File: src/rtl/sample_stream_fifo.sv
// Parametrised ready/valid show-ahead FIFO with occupancy, almost_full and synchronous flush.
// Optional statistics ports (high_water, xfer_count) are enabled by defining SAMPLE_STREAM_FIFO_STATS_EN.
module sample_stream_fifo #(
   parameter int DATA_WIDTH      = 8,
   parameter int DEPTH           = 4,
   parameter int ALMOST_FULL_LVL = DEPTH - 1
) (
   input  logic                       clk,
   input  logic                       reset_n,
   input  logic                       flush,
   input  logic                       stream_in_valid,
   output logic                       stream_in_ready,
   input  logic [DATA_WIDTH-1:0]      stream_in_data,
   output logic                       stream_out_valid,
   input  logic                       stream_out_ready,
   output logic [DATA_WIDTH-1:0]      stream_out_data,
   output logic [$clog2(DEPTH):0]     count,
   output logic                       almost_full
`ifdef SAMPLE_STREAM_FIFO_STATS_EN
   ,
   output logic [$clog2(DEPTH):0]     high_water,
   output logic [31:0]                xfer_count
`endif
);

   localparam int AW = $clog2(DEPTH);
   localparam int CW = AW + 1;
   localparam logic [CW-1:0] FULL_CNT = CW'(DEPTH);
   localparam logic [CW-1:0] AF_CNT   = CW'(ALMOST_FULL_LVL);

   logic [DATA_WIDTH-1:0] mem [DEPTH];
   logic [AW-1:0]         wr_ptr_reg;
   logic [AW-1:0]         rd_ptr_reg;
   logic [CW-1:0]         count_reg;
   logic [CW-1:0]         count_next;
   logic                  almost_full_reg;
   logic                  push;
   logic                  pop;
   logic [DATA_WIDTH-1:0] head_word;

   // Ready depends only on registered occupancy, so a full buffer refuses a push even while popping.
   assign stream_in_ready  = (count_reg != FULL_CNT);
   assign stream_out_valid = (count_reg != '0);
   assign push             = stream_in_valid & stream_in_ready;
   assign pop              = stream_out_valid & stream_out_ready;
   assign head_word        = mem[rd_ptr_reg];
   assign count            = count_reg;
   assign almost_full      = almost_full_reg;

   // Head word is forced to zero when empty so stale storage never leaks out.
   generate
      for (genvar gi = 0; gi < DATA_WIDTH; gi++) begin : g_out_mask
         assign stream_out_data[gi] = head_word[gi] & stream_out_valid;
      end
   endgenerate

   always_comb begin
      count_next = count_reg;
      if (flush)
         count_next = '0;
      else if (push && !pop)
         count_next = count_reg + CW'(1);
      else if (!push && pop)
         count_next = count_reg - CW'(1);
   end

   always_ff @(posedge clk) begin
      if (push && !flush)
         mem[wr_ptr_reg] <= stream_in_data;
   end

   always_ff @(posedge clk or negedge reset_n) begin
      if (!reset_n) begin
         wr_ptr_reg      <= '0;
         rd_ptr_reg      <= '0;
         count_reg       <= '0;
         almost_full_reg <= 1'b0;
      end else begin
         count_reg       <= count_next;
         almost_full_reg <= (count_next >= AF_CNT);
         if (flush) begin
            wr_ptr_reg <= '0;
            rd_ptr_reg <= '0;
         end else begin
            if (push)
               wr_ptr_reg <= wr_ptr_reg + 1'b1;
            if (pop)
               rd_ptr_reg <= rd_ptr_reg + 1'b1;
         end
      end
   end

`ifdef SAMPLE_STREAM_FIFO_STATS_EN
   logic [CW-1:0] high_water_reg;
   logic [31:0]   xfer_count_reg;

   // A pop coinciding with flush is overridden, so it is not counted as a transfer.
   always_ff @(posedge clk or negedge reset_n) begin
      if (!reset_n) begin
         high_water_reg <= '0;
         xfer_count_reg <= '0;
      end else begin
         if (flush)
            high_water_reg <= '0;
         else if (count_next > high_water_reg)
            high_water_reg <= count_next;
         if (pop && !flush)
            xfer_count_reg <= xfer_count_reg + 32'd1;
      end
   end

   assign high_water = high_water_reg;
   assign xfer_count = xfer_count_reg;
`endif

endmodule
File: config.mk
export PLATFORM = sky130hd
export DESIGN_NAME = sample_stream_fifo
export DESIGN_NICKNAME = d
export VERILOG_FILES = /design/src/rtl/sample_stream_fifo.sv
export SDC_FILE = /design/constraint.sdc
export NUM_CORES = 1
export LEC_CHECK = 0
export ABC_AREA = 1
export BUFFER_PORTS_ARGS = -buffer_cell sky130_fd_sc_hd__buf_2
export CAP_MARGIN = 20
export CORE_ASPECT_RATIO = 0.7
export CORE_MARGIN = 2
export CORE_UTILIZATION = 47
export CTS_CLUSTER_SIZE = 25
export DETAILED_ROUTE_END_ITERATION = 7
export PLACE_DENSITY = 0.72
export SYNTH_ARGS = -nofsm -noshare
export SYNTH_HDL_FRONTEND = slang
export SYNTH_SLANG_ARGS = --single-unit
File: constraint.sdc
create_clock -name clk -period 2.7 [get_ports clk]
set_input_delay 0.27 -clock clk [delete_from_list [all_inputs] [get_ports clk]]
set_output_delay 0.27 -clock clk [all_outputs]
set_load 0.05 [all_outputs]
# Yosys cells after proc, flatten, opt, wreduce, memory -nomap -nowiden
# Memory sizes are Yosys's and may differ from the RTL's.
# Cells that the tools add are included.
[op_classes]
add_sub_neg = 4
magnitude_cmp = 1
eq_ne = 1
muxes = 9
bitwise_logic = 10
n_reduce_logical = 9
[ops]
columns = ["op", "n"]
rows = [
  ["$and 1x1->1", 10],
  ["$mux 3", 3],
  ["$mux 2", 4],
  ["$add 2x1->2 const B", 2],
  ["$reduce_bool 2->1", 2],
  ["$add 3x1->3 const B", 1],
  ["$ge 3x2->1 const B", 1],
  ["$logic_and 1x1->1", 3],
  ["$logic_not 1->1", 3],
  ["$ne 3x3->1 const B", 1],
  ["$reduce_bool 3->1", 1],
  ["$sub 3x1->3 const B", 1],
  ["$mux 1", 2],
]
[totals]
regBits = 8
ram_bits = 32
mem_count = 1
[memory_table]
columns = ["memory", "depth", "word_bits", "read_ports", "rd_clocked_by_memory_dff", "wr", "line", "rtl"]
rows = [
  ["mem", 4, 8, 1, 0, 1, "31", "logic [DATA_WIDTH-1:0] mem [DEPTH];"],
]

# Longest topological paths before layout
# Gate-level depths: netlist (run 1).
[depth]
ltp_word = 8
ltp_mapped = 11
mapped_depth_nobuf = 11

# Worst setup path after synthesis (run 1)
# No wires, ideal clock.
[synth_timing]
path_type = "register to output"
start = "register count_reg[0], in the netlist count[0]"
end = "output port stream_out_data[0]"
arrival_time_ns = 2.009
path_slack_ns = 0.421
stages_incl_launch_ff = 6
n_path_buf = 0
cell_sequence = "dfrtp_1 > inv_1 > ha_1 > inv_1 > nor2_1 > a21oi_1"
[synth_via]
elab_chain_cells = 2
[synth_rtl]
columns = ["item", "line", "rtl"]
rows = [
  ["from (decl)", "34", "logic [CW-1:0] count_reg;"],
  ["from (signal assigned)", "79", "count_reg <= count_next;"],
  ["$reduce_bool 3->1", "43", "assign stream_out_valid = (count_reg != '0);"],
  ["$and 1x1->1", "53", "assign stream_out_data[gi] = head_word[gi] & stream_out_valid;"],
  ["to (decl)", "16", "output logic [DATA_WIDTH-1:0] stream_out_data,"],
]
# Every way passes these cells.

# Worst setup path after layout (run 1)
[layout_timing]
start = "register rd_ptr_reg[1]"
end = "output port stream_out_data[0]"
[layout_via]
elab_chain_cells = 2
[layout_rtl]
columns = ["item", "line", "rtl"]
rows = [
  ["from (decl)", "33", "logic [AW-1:0] rd_ptr_reg;"],
  ["from (signal assigned)", "88", "rd_ptr_reg <= rd_ptr_reg + 1'b1;"],
  ["$mem_v2 4x8", "-", ""],
  ["$and 1x1->1", "53", ""],
]
# Every way passes these cells.

==> flow_summary.rst, run 1 <==
.. list-table::
   :header-rows: 1

   * - Metric
     - Value
   * - Dominant cells by area after synthesis
     - sky130_fd_sc_hd__edfxtp_1 (54%), sky130_fd_sc_hd__dfrtp_1 (11%), sky130_fd_sc_hd__nor2_1 (8.7%)
   * - Cell area after layout
     - 2120 um^2
   * - Number of global-route vias before repair
     - 1268
   * - CTS resizes
     - 0
   * - Ordered cell list for the critical path
     - clkinv_1 > nor2_1 > o21ai_0 > a21oi_1 > buf_2
   * - Number of antenna violations at the first check in global routing
     - 0
   * - Global Route Usage Sum
     - 20.58%
   * - Ratio of cells with drive above 1 in the final layout
     - 21.83%
   * - Wl on met1
     - 1794 um
   * - Uppermost signal routing layer after detailed routing
     - met4
   * - Max-capacitance violation count
     - 0
   * - Slew of the pin with the lowest slew margin
     - 0.6737 ns
   * - Final worst setup slack
     - 0.4364 ns
   * - Via count
     - 1296
   * - Met2 wire len
     - 1823 um
   * - Gp weighted congestion
     - 0.8107
   * - DRT Pass-1 Iters
     - 6
   * - Number of buffers inserted during clock tree synthesis
     - 5
   * - Data required, critical path
     - 2.43 ns
   * - Post-synthesis share of cell area spent on xor and xnor gates
     - 0%
   * - Most frequent cells in the layout
     - sky130_fd_sc_hd__nor2_1 (41), sky130_fd_sc_hd__edfxtp_1 (32), sky130_fd_sc_hd__buf_2 (26), sky130_fd_sc_hd__o21ai_0 (16), sky130_fd_sc_hd__nand2_1 (14)
   * - Cells on worst reg2reg path
     - 5
   * - Arrival time worst endpoint
     - 1.99 ns
   * - Class of the tightest hold or removal check
     - in -> reg
   * - Top delay family on crit path
     - buffers and inverters
   * - Slowest cell on the critical path
     - sky130_fd_sc_hd__dfrtp_1
   * - Final number of max-transition violations
     - 0
   * - Dominant combinational cell family by area after synthesis
     - simple AND/OR/NAND/NOR gates
   * - Maximum operating frequency
     - 441.8 MHz
   * - Clk root buf
     - sky130_fd_sc_hd__clkbuf_8
   * - Cell area after synthesis
     - 1777 um^2
   * - Outcome
     - complete, no violations
   * - Storage element area
     - 1161 um^2
   * - Synthesized-area fraction occupied by ao, oa, aoi and oai cells
     - 8.662%
   * - Multiplexer share of the synthesized area
     - 0%
   * - Commonest non-fill, non-tap cell in the layout
     - sky130_fd_sc_hd__nor2_1
   * - Area after detailed placement
     - 1951 um^2
   * - Count of cell types in the netlist
     - 19
   * - Width of the chip
     - 77.49 um
   * - Antenna fix cells
     - 0
   * - Overall die height
     - 55.44 um
   * - Number of fillers in the final layout
     - 278
   * - Remaining global-route overflow
     - 0
   * - Synth Warn #
     - 0
   * - # rows
     - 18
   * - Proportion of netlist area held by the largest area contributor
     - 54.08%
   * - Leakage power figure
     - 0.0008981 uW
   * - Count of antenna-violating nets left after detailed routing
     - 0
   * - Cell type contributing the most total cell area after synthesis
     - sky130_fd_sc_hd__edfxtp_1
   * - Number of cells produced by synthesis
     - 166
   * - Synthesized netlist net count
     - 186
   * - Worst Setup Path Type
     - reg -> out
   * - Routed vias/inst
     - 5.247
   * - Area Growth Syn to Fin
     - 19.30%
   * - Worst slew slack as a fraction of its limit
     - 54.92%
   * - Clk slew on worst S/H paths
     - 0.08 ns
   * - Clk sinks
     - 40
   * - Area used by multi-input combinational logic
     - 536.8 um^2
   * - H-tree level count
     - 2
   * - Cell count along the critical path
     - 5
   * - Total core area
     - 3581 um^2
   * - Fraction of the mapped netlist area in simple logic gates
     - 16.62%
   * - Sum Neg Setup Slack
     - 0 ns
   * - Slowest cell delay on critical path
     - 0.53 ns
   * - Mean instance size in the synthesized netlist
     - 10.70 um^2
   * - Time the final worst path needs with I/O delays and setup
     - 2.264 ns
   * - WHS Path Cells
     - 1
   * - Share of the clock period used by the worst path after layout
     - 83.84%
   * - Unrepaired setup endpoints after global routing
     - false
   * - Hold Fails Final Rpt
     - 0
   * - Starting utilization of the core area
     - 49.62%
   * - Critical path launch point type
     - flop
   * - Total Wirelength
     - 4001 um
   * - Portion of the post-synthesis area used by sequential elements
     - 65.35%
   * - Number of buffers on the longest clock path
     - 2
   * - Clk_skew
     - 0.006420 ns
   * - Power density over the cells
     - 922.8 nW/um^2
   * - Peak supply drop
     - 0.0004575 V
   * - Number of I/O pins
     - 27
   * - Clock insertion delay at the later pin of the skew report
     - 0.29 ns
   * - Number of buffers and inverters on the critical path
     - 2
   * - Global-route wire length before repair
     - 6423 um
   * - Initial detailed-routing violation count
     - 128
   * - Final layout net count
     - 216
   * - Total Die Area
     - 4296 um^2
   * - Final setup violation count
     - 0
   * - Remaining DRCs
     - 0
   * - Met3 routed wirelength
     - 350 um
   * - Wire length per cell after detailed routing
     - 16.20 um
   * - Largest fanout on the critical path
     - 10
   * - Number of flip-flops under the largest register name
     - 32
   * - Port Buf Inserts
     - 26
   * - Clock tree from TritonCTS
     - yes
   * - Synth Register Bits
     - 40
   * - Endpoint type of the worst setup path
     - output port
   * - Worst setup timing slack at the placement stage
     - 0.4689 ns
   * - Synth Area in Adders
     - 4.930%
   * - Post-DP HPWL
     - 3001 um
   * - Pin count of the biggest net entering global routing
     - 19
## synthesized netlist by cell type
cell and count:
sky130_fd_sc_hd__clkinv_1 1, sky130_fd_sc_hd__nor2_2 1, sky130_fd_sc_hd__nand2_1 14, sky130_fd_sc_hd__a21oi_2 1
sky130_fd_sc_hd__ha_1 7, sky130_fd_sc_hd__edfxtp_1 32, sky130_fd_sc_hd__nor2_1 41, sky130_fd_sc_hd__nand2_2 2
sky130_fd_sc_hd__inv_2 3, sky130_fd_sc_hd__nand3b_1 1, sky130_fd_sc_hd__buf_2 3, sky130_fd_sc_hd__o21ai_0 16
sky130_fd_sc_hd__clkbuf_1 1, sky130_fd_sc_hd__dfrtp_1 8, sky130_fd_sc_hd__a21oi_1 10, sky130_fd_sc_hd__o21ai_1 3
sky130_fd_sc_hd__nand2_4 2, sky130_fd_sc_hd__inv_1 12, sky130_fd_sc_hd__nand3_1 8
## stage by stage
step / total power [uW] / utilization [%] / hold WS (ns) / std cells
6_report: 1956 / 59.19 / 0.2154 / 247
3_5_place_dp: 1305 / 54.47 / 0.1275 / 238
3_3_place_gp: 1288 / 54.47 / 0.1213 / 238
4_1_cts: 1968 / 59.19 / 0.2001 / 247
2_1_floorplan: 1167 / - / -0.02559 / 166
5_1_grt: 2049 / 59.19 / 0.2051 / 247
## cells by family (layout without fill, tap and decap cells)
group | count (synthesis) | after routing
compound gates | 30 | 30
fa+ha+maj | 7 | 7
buf+inv | 20 | 51
flops | 40 | 40
simple gates | 69 | 69
## final cells by class
| class | count | area share (%) |
|---|---|---|
| multi-input combinational | 106 | 25.32 |
| sequential | 40 | 54.78 |
| clock inverter | 3 | 4.250 |
| timing repair buffer | 27 | 6.612 |
| tap | 50 | 2.952 |
| clock buffer | 5 | 3.247 |
| inverter | 16 | 2.834 |
## layer usage
layer,up-vias,track usage (%)
met5,-,0
met4,0,7.143
met3,4,6.046
met2,63,30.19
met1,611,29.38
li1,618,-
## where the power goes
group          internal (uW)  switching (uW)
Sequential               704            40.2
Clock                    462             204
Combinational            128             418
## worst reg2reg max path: stages (launching register included)
cell	delay, ns
sky130_fd_sc_hd__dfrtp_1	0.41
sky130_fd_sc_hd__inv_1	0.09
sky130_fd_sc_hd__ha_1	0.26
sky130_fd_sc_hd__a21oi_2	0.34
sky130_fd_sc_hd__nand2_1	0.21
sky130_fd_sc_hd__nor2_1	0.56
## worst paths after layout
kind                       slack [ns]                      start                   endpoint
min                              0.22          stream_in_data[4]        mem[1][4]$_DFFE_PP_
max                              0.44  rd_ptr_reg[1]$_DFFE_PN0P_         stream_out_data[0]
min reg2reg                      0.55  wr_ptr_reg[0]$_DFFE_PN0P_  wr_ptr_reg[0]$_DFFE_PN0P_
min in group asynchronous        0.40                    reset_n  rd_ptr_reg[0]$_DFFE_PN0P_
max in group asynchronous        2.14                    reset_n  wr_ptr_reg[0]$_DFFE_PN0P_
max reg2reg                      0.47         count[0]$_DFF_PN0_        mem[3][1]$_DFFE_PP_
## timing repair
item / in CTS / in global routing
setup buffers: 0 / 0
setup endpoints to repair: 0 / 0
hold buffers: 1 / 0
hold endpoints to repair: 8 / 0
No activity file was read; power rests on OpenSTA's default activity.
==> run 2: changes to the inputs <==
--- a/config.mk
+++ b/config.mk
@@ -5,7 +5,7 @@
 export SDC_FILE = /design/constraint.sdc
 export NUM_CORES = 1
 export LEC_CHECK = 0
-export ABC_AREA = 1
+export ABC_AREA = 0
 export BUFFER_PORTS_ARGS = -buffer_cell sky130_fd_sc_hd__buf_2
 export CAP_MARGIN = 20
 export CORE_ASPECT_RATIO = 0.7
@@ -13,7 +13,7 @@
 export CORE_UTILIZATION = 47
 export CTS_CLUSTER_SIZE = 25
 export DETAILED_ROUTE_END_ITERATION = 7
-export PLACE_DENSITY = 0.72
+export PLACE_DENSITY = 0.74
 export SYNTH_ARGS = -nofsm -noshare
 export SYNTH_HDL_FRONTEND = slang
 export SYNTH_SLANG_ARGS = --single-unit
==> constraint.sdc (replaced) <==
create_clock -name clk -period 1.9 [get_ports clk]
set_input_delay 0.19 -clock clk [delete_from_list [all_inputs] [get_ports clk]]
set_output_delay 0.19 -clock clk [all_outputs]
set_load 0.05 [all_outputs]
==> run 2 against run 1 <==
  * First-iteration DRC count increased by 5.5%
  * Clock-buffer cell count increased by 2
  * Register-to-register slack got worse by 0.28 ns
  * Via count decreased by 18%
  * Sequential power increased by 53%
  * Critical path depth decreased by 1
  * Die area increased by 2.8%
  * Flip-flop and latch count unchanged
  * Setup slack got worse by 0.40 ns
==> flow_summary.rst, run 2 <==
.. list-table::
   :header-rows: 1

   * - Metric
     - Value
   * - Outcome
     - complete, no violations
   * - Synth top cells by count
     - sky130_fd_sc_hd__edfxtp_1 (32), sky130_fd_sc_hd__and2_1 (12), sky130_fd_sc_hd__nor2_1 (11), sky130_fd_sc_hd__dfrtp_1 (8), sky130_fd_sc_hd__mux4_2 (8)
   * - Commonest non-fill, non-tap cell in the layout
     - sky130_fd_sc_hd__edfxtp_1
   * - Count of antenna-violating nets left after detailed routing
     - 0
   * - Crit path top cell by count
     - sky130_fd_sc_hd__buf_8
   * - Endpoint type of the worst setup path
     - output port
   * - Routed vias/inst
     - 5.180
   * - Data required, critical path
     - 1.71 ns
   * - Synth Warn #
     - 0
   * - Power density over the cells
     - 1618 nW/um^2
   * - Clock tree from TritonCTS
     - yes
   * - DRT Pass-1 Iters
     - 4
   * - Dominant cells by area after synthesis
     - sky130_fd_sc_hd__edfxtp_1 (52%), sky130_fd_sc_hd__dfrtp_1 (11%), sky130_fd_sc_hd__mux4_2 (9.8%)
   * - Top_reg_cell synth
     - sky130_fd_sc_hd__edfxtp_1
   * - Mean instance size in the synthesized netlist
     - 14.88 um^2
   * - Unrepaired setup endpoints after global routing
     - true
   * - Design internal power
     - 2215 uW
   * - Global-route wire length before repair
     - 5188 um
   * - Proportion of netlist area held by the largest area contributor
     - 52.49%
   * - Area Growth Syn to Fin
     - 24.20%
   * - Synthesized netlist net count
     - 143
   * - Global Route Usage Sum
     - 16.18%
   * - Final layout net count
     - 175
   * - Number of global-route vias before repair
     - 1070
   * - Final setup violation count
     - 0
   * - Synth Register Bits
     - 40
   * - Switching power
     - 1463 uW
   * - Most frequent cells in the layout
     - sky130_fd_sc_hd__edfxtp_1 (32), sky130_fd_sc_hd__buf_2 (18), sky130_fd_sc_hd__nor2_1 (11), sky130_fd_sc_hd__buf_8 (9)
   * - Number of buffers inserted during clock tree synthesis
     - 5
   * - # rows
     - 18
   * - Max-capacitance violation count
     - 0
   * - Count of cell types in the netlist
     - 31
   * - Slowest cell delay on critical path
     - 0.49 ns
   * - Pin count of the biggest net entering global routing
     - 13
   * - Class of the tightest hold or removal check
     - in -> reg
   * - Clk root buf
     - sky130_fd_sc_hd__clkbuf_8
   * - Clk_skew
     - 0.007999 ns
   * - Clock insertion delay at the later pin of the skew report
     - 0.29 ns
   * - Maximum operating frequency
     - 536.9 MHz
   * - Worst Hold Slack
     - 0.1109 ns
   * - Remaining global-route overflow
     - 0
   * - Port Buf Inserts
     - 26
   * - Cell area after synthesis
     - 1831 um^2
   * - H-tree level count
     - 2
   * - Clock share of power
     - 15.3%
   * - Number of I/O pins
     - 27
   * - Logic gate share of total power
     - 53.8%
   * - Number of buffers on the longest clock path
     - 2
   * - Switching portion of total power
     - 39.78%
   * - Worst slew slack as a fraction of its limit
     - 71.01%
   * - Post-route total power
     - 3678 uW
   * - Time the final worst path needs with I/O delays and setup
     - 1.862 ns
   * - Share of the core filled with cells in the final layout
     - 62.70%
   * - Leakage power figure
     - 0.0008758 uW
   * - Portion of total power attributed to sequential cells
     - 30.9%
   * - Wire length per cell after detailed routing
     - 15.22 um
   * - Critical path launch point type
     - flop
   * - Clk sinks
     - 40
   * - Sum Neg Setup Slack
     - 0 ns
   * - Largest fanout on the critical path
     - 5
   * - Portion of the post-synthesis area used by sequential elements
     - 63.43%
   * - Final number of max-transition violations
     - 0
   * - Total Die Area
     - 4418 um^2
   * - Total core area
     - 3626 um^2
   * - Hold Fails Final Rpt
     - 0
   * - Clk slew on worst S/H paths
     - 0.07 ns
   * - Ordered cell list for the critical path
     - buf_8 > mux4_2 > and2_4 > buf_8
   * - R2R Setup Slk
     - 0.19 ns
   * - Worst Setup Path Type
     - reg -> out
   * - Antenna fix cells
     - 0
   * - Number of cells produced by synthesis
     - 123
   * - Starting utilization of the core area
     - 50.48%
   * - Post-DP HPWL
     - 2228 um
   * - Initial detailed-routing violation count
     - 135
   * - Most numerous cell in the Yosys netlist
     - sky130_fd_sc_hd__edfxtp_1
   * - Number of fillers in the final layout
     - 247
   * - Slew of the pin with the lowest slew margin
     - 0.4348 ns
   * - Synth async-reset ratio
     - 20.00%
   * - Cell type contributing the most total cell area after synthesis
     - sky130_fd_sc_hd__edfxtp_1
   * - Gp weighted congestion
     - 0.7423
   * - Slowest cell on the critical path
     - sky130_fd_sc_hd__mux4_2
   * - Peak supply drop
     - 0.0008157 V
   * - Arrival time worst endpoint
     - 1.67 ns
   * - Ratio of cells with drive above 1 in the final layout
     - 41.67%
   * - Post-synth EDFFs
     - 32
   * - Remaining DRCs
     - 0
   * - Number of antenna violations at the first check in global routing
     - 0
   * - Via count
     - 1067
   * - Overall die height
     - 56.22 um
   * - Share of the clock period used by the worst path after layout
     - 98.03%
   * - Width of the chip
     - 78.59 um
   * - Number of flip-flops under the largest register name
     - 32
   * - Total Wirelength
     - 3136 um
run 2: changes by cell type after synthesis, sizes merged, moves of 2 or more:
cell / delta
nor2: -30
o21ai: -17
and2: +12
nand2: -12
a21oi: -9
inv: -9
mux4: +8
nand3: -6
nor2b: +3
xnor2: +3
clkbuf: +2
xor2: +2
run 2: per-layer routing:
metal | GRT usage (%) | up-vias | part of all wire [%]
met1 | 22.43 | 523 | 45
met3 | 6.494 | 7 | 6.4
li1 | - | 508 | -
met5 | 0 | - | 0
met4 | 5.263 | 0 | 1.1
met2 | 23.32 | 29 | 47
run 2: worst paths after layout:
check / startpoint / endpoint / cells past startpoint
worst max-delay path: rd_ptr_reg[0]$_DFFE_PN0P_ / stream_out_data[3] / 4
worst min-delay path: stream_in_data[4] / mem[2][4]$_DFFE_PP_ / 1
worst max register to register: count[1]$_DFF_PN0_ / mem[2][6]$_DFFE_PP_ / 6
worst min register to register: wr_ptr_reg[1]$_DFFE_PN0P_ / wr_ptr_reg[1]$_DFFE_PN0P_ / 2
max in group asynchronous: reset_n / count[1]$_DFF_PN0_ / 2
min in group asynchronous: reset_n / rd_ptr_reg[1]$_DFFE_PN0P_ / 2
run 2: power groups by stage:
| stage | registers, uW | clock network, uW | logic (uW) |
|---|---|---|---|
| 6_report | 1140 | 563 | 1980 |
| 3_3_place_gp | 1140 | 0 | 1610 |
| 4_1_cts | 1130 | 572 | 1700 |
| 2_1_floorplan | 1230 | 0 | 1210 |
| 5_1_grt | 1150 | 618 | 2100 |
| 3_5_place_dp | 1140 | 0 | 1640 |
run 2: worst max-delay path: cells and delay by family, from the launching register on:
| family | cells | cell delay [ns] |
|---|---|---|
| mux | 1 | 0.49 |
| flops | 1 | 0.43 |
| buf+inv | 2 | 0.30 |
| simple gates | 1 | 0.16 |
run 2: cells by family (layout without fill, tap and decap cells):
logic type      count (synthesis)  after routing  synth area share, %
flops                          40             40                63.43
simple gates                   37             37                10.32
fa+ha+maj                       8              8                5.400
xor+xnor                        5              5                2.393
buf+inv                        13             46                3.418
compound gates                 11             11                4.648
mux                             9              9                10.39
run 2: what timing repair did:
item,4_1_cts,5_1_grt
hold buffers,1,0
resized for setup,3,33
buffers inserted,0,1
gates cloned,0,1
pin swaps,0,8
setup endpoints to repair,8,8
endpoints found under the hold margin,8,0
run 2: through the flow:
stage | cell area (um^2) | instances | setup WS [ns]
2_1_floorplan | 1869 | 123 | 0.01434
3_3_place_gp | 2043 | 195 | 0.2085
3_5_place_dp | 2043 | 195 | 0.1278
4_1_cts | 2161 | 204 | 0.0008060
5_1_grt | 2273 | 206 | -0.02943
6_report | 2273 | 206 | 0.03750
run 2: layout make-up:
| class | instances | area [um^2] | area share [%] |
|---|---|---|---|
| clock buffers | 7 | 86.33 | 3.797 |
| clock inverters | 1 | 3.754 | 0.1651 |
| inverters | 6 | 22.52 | 0.9906 |
| multi-input cells | 70 | 651.9 | 28.67 |
| flip-flops and latches | 40 | 1164 | 51.18 |
| well taps | 50 | 62.56 | 2.752 |
| repair buffers | 32 | 282.8 | 12.44 |
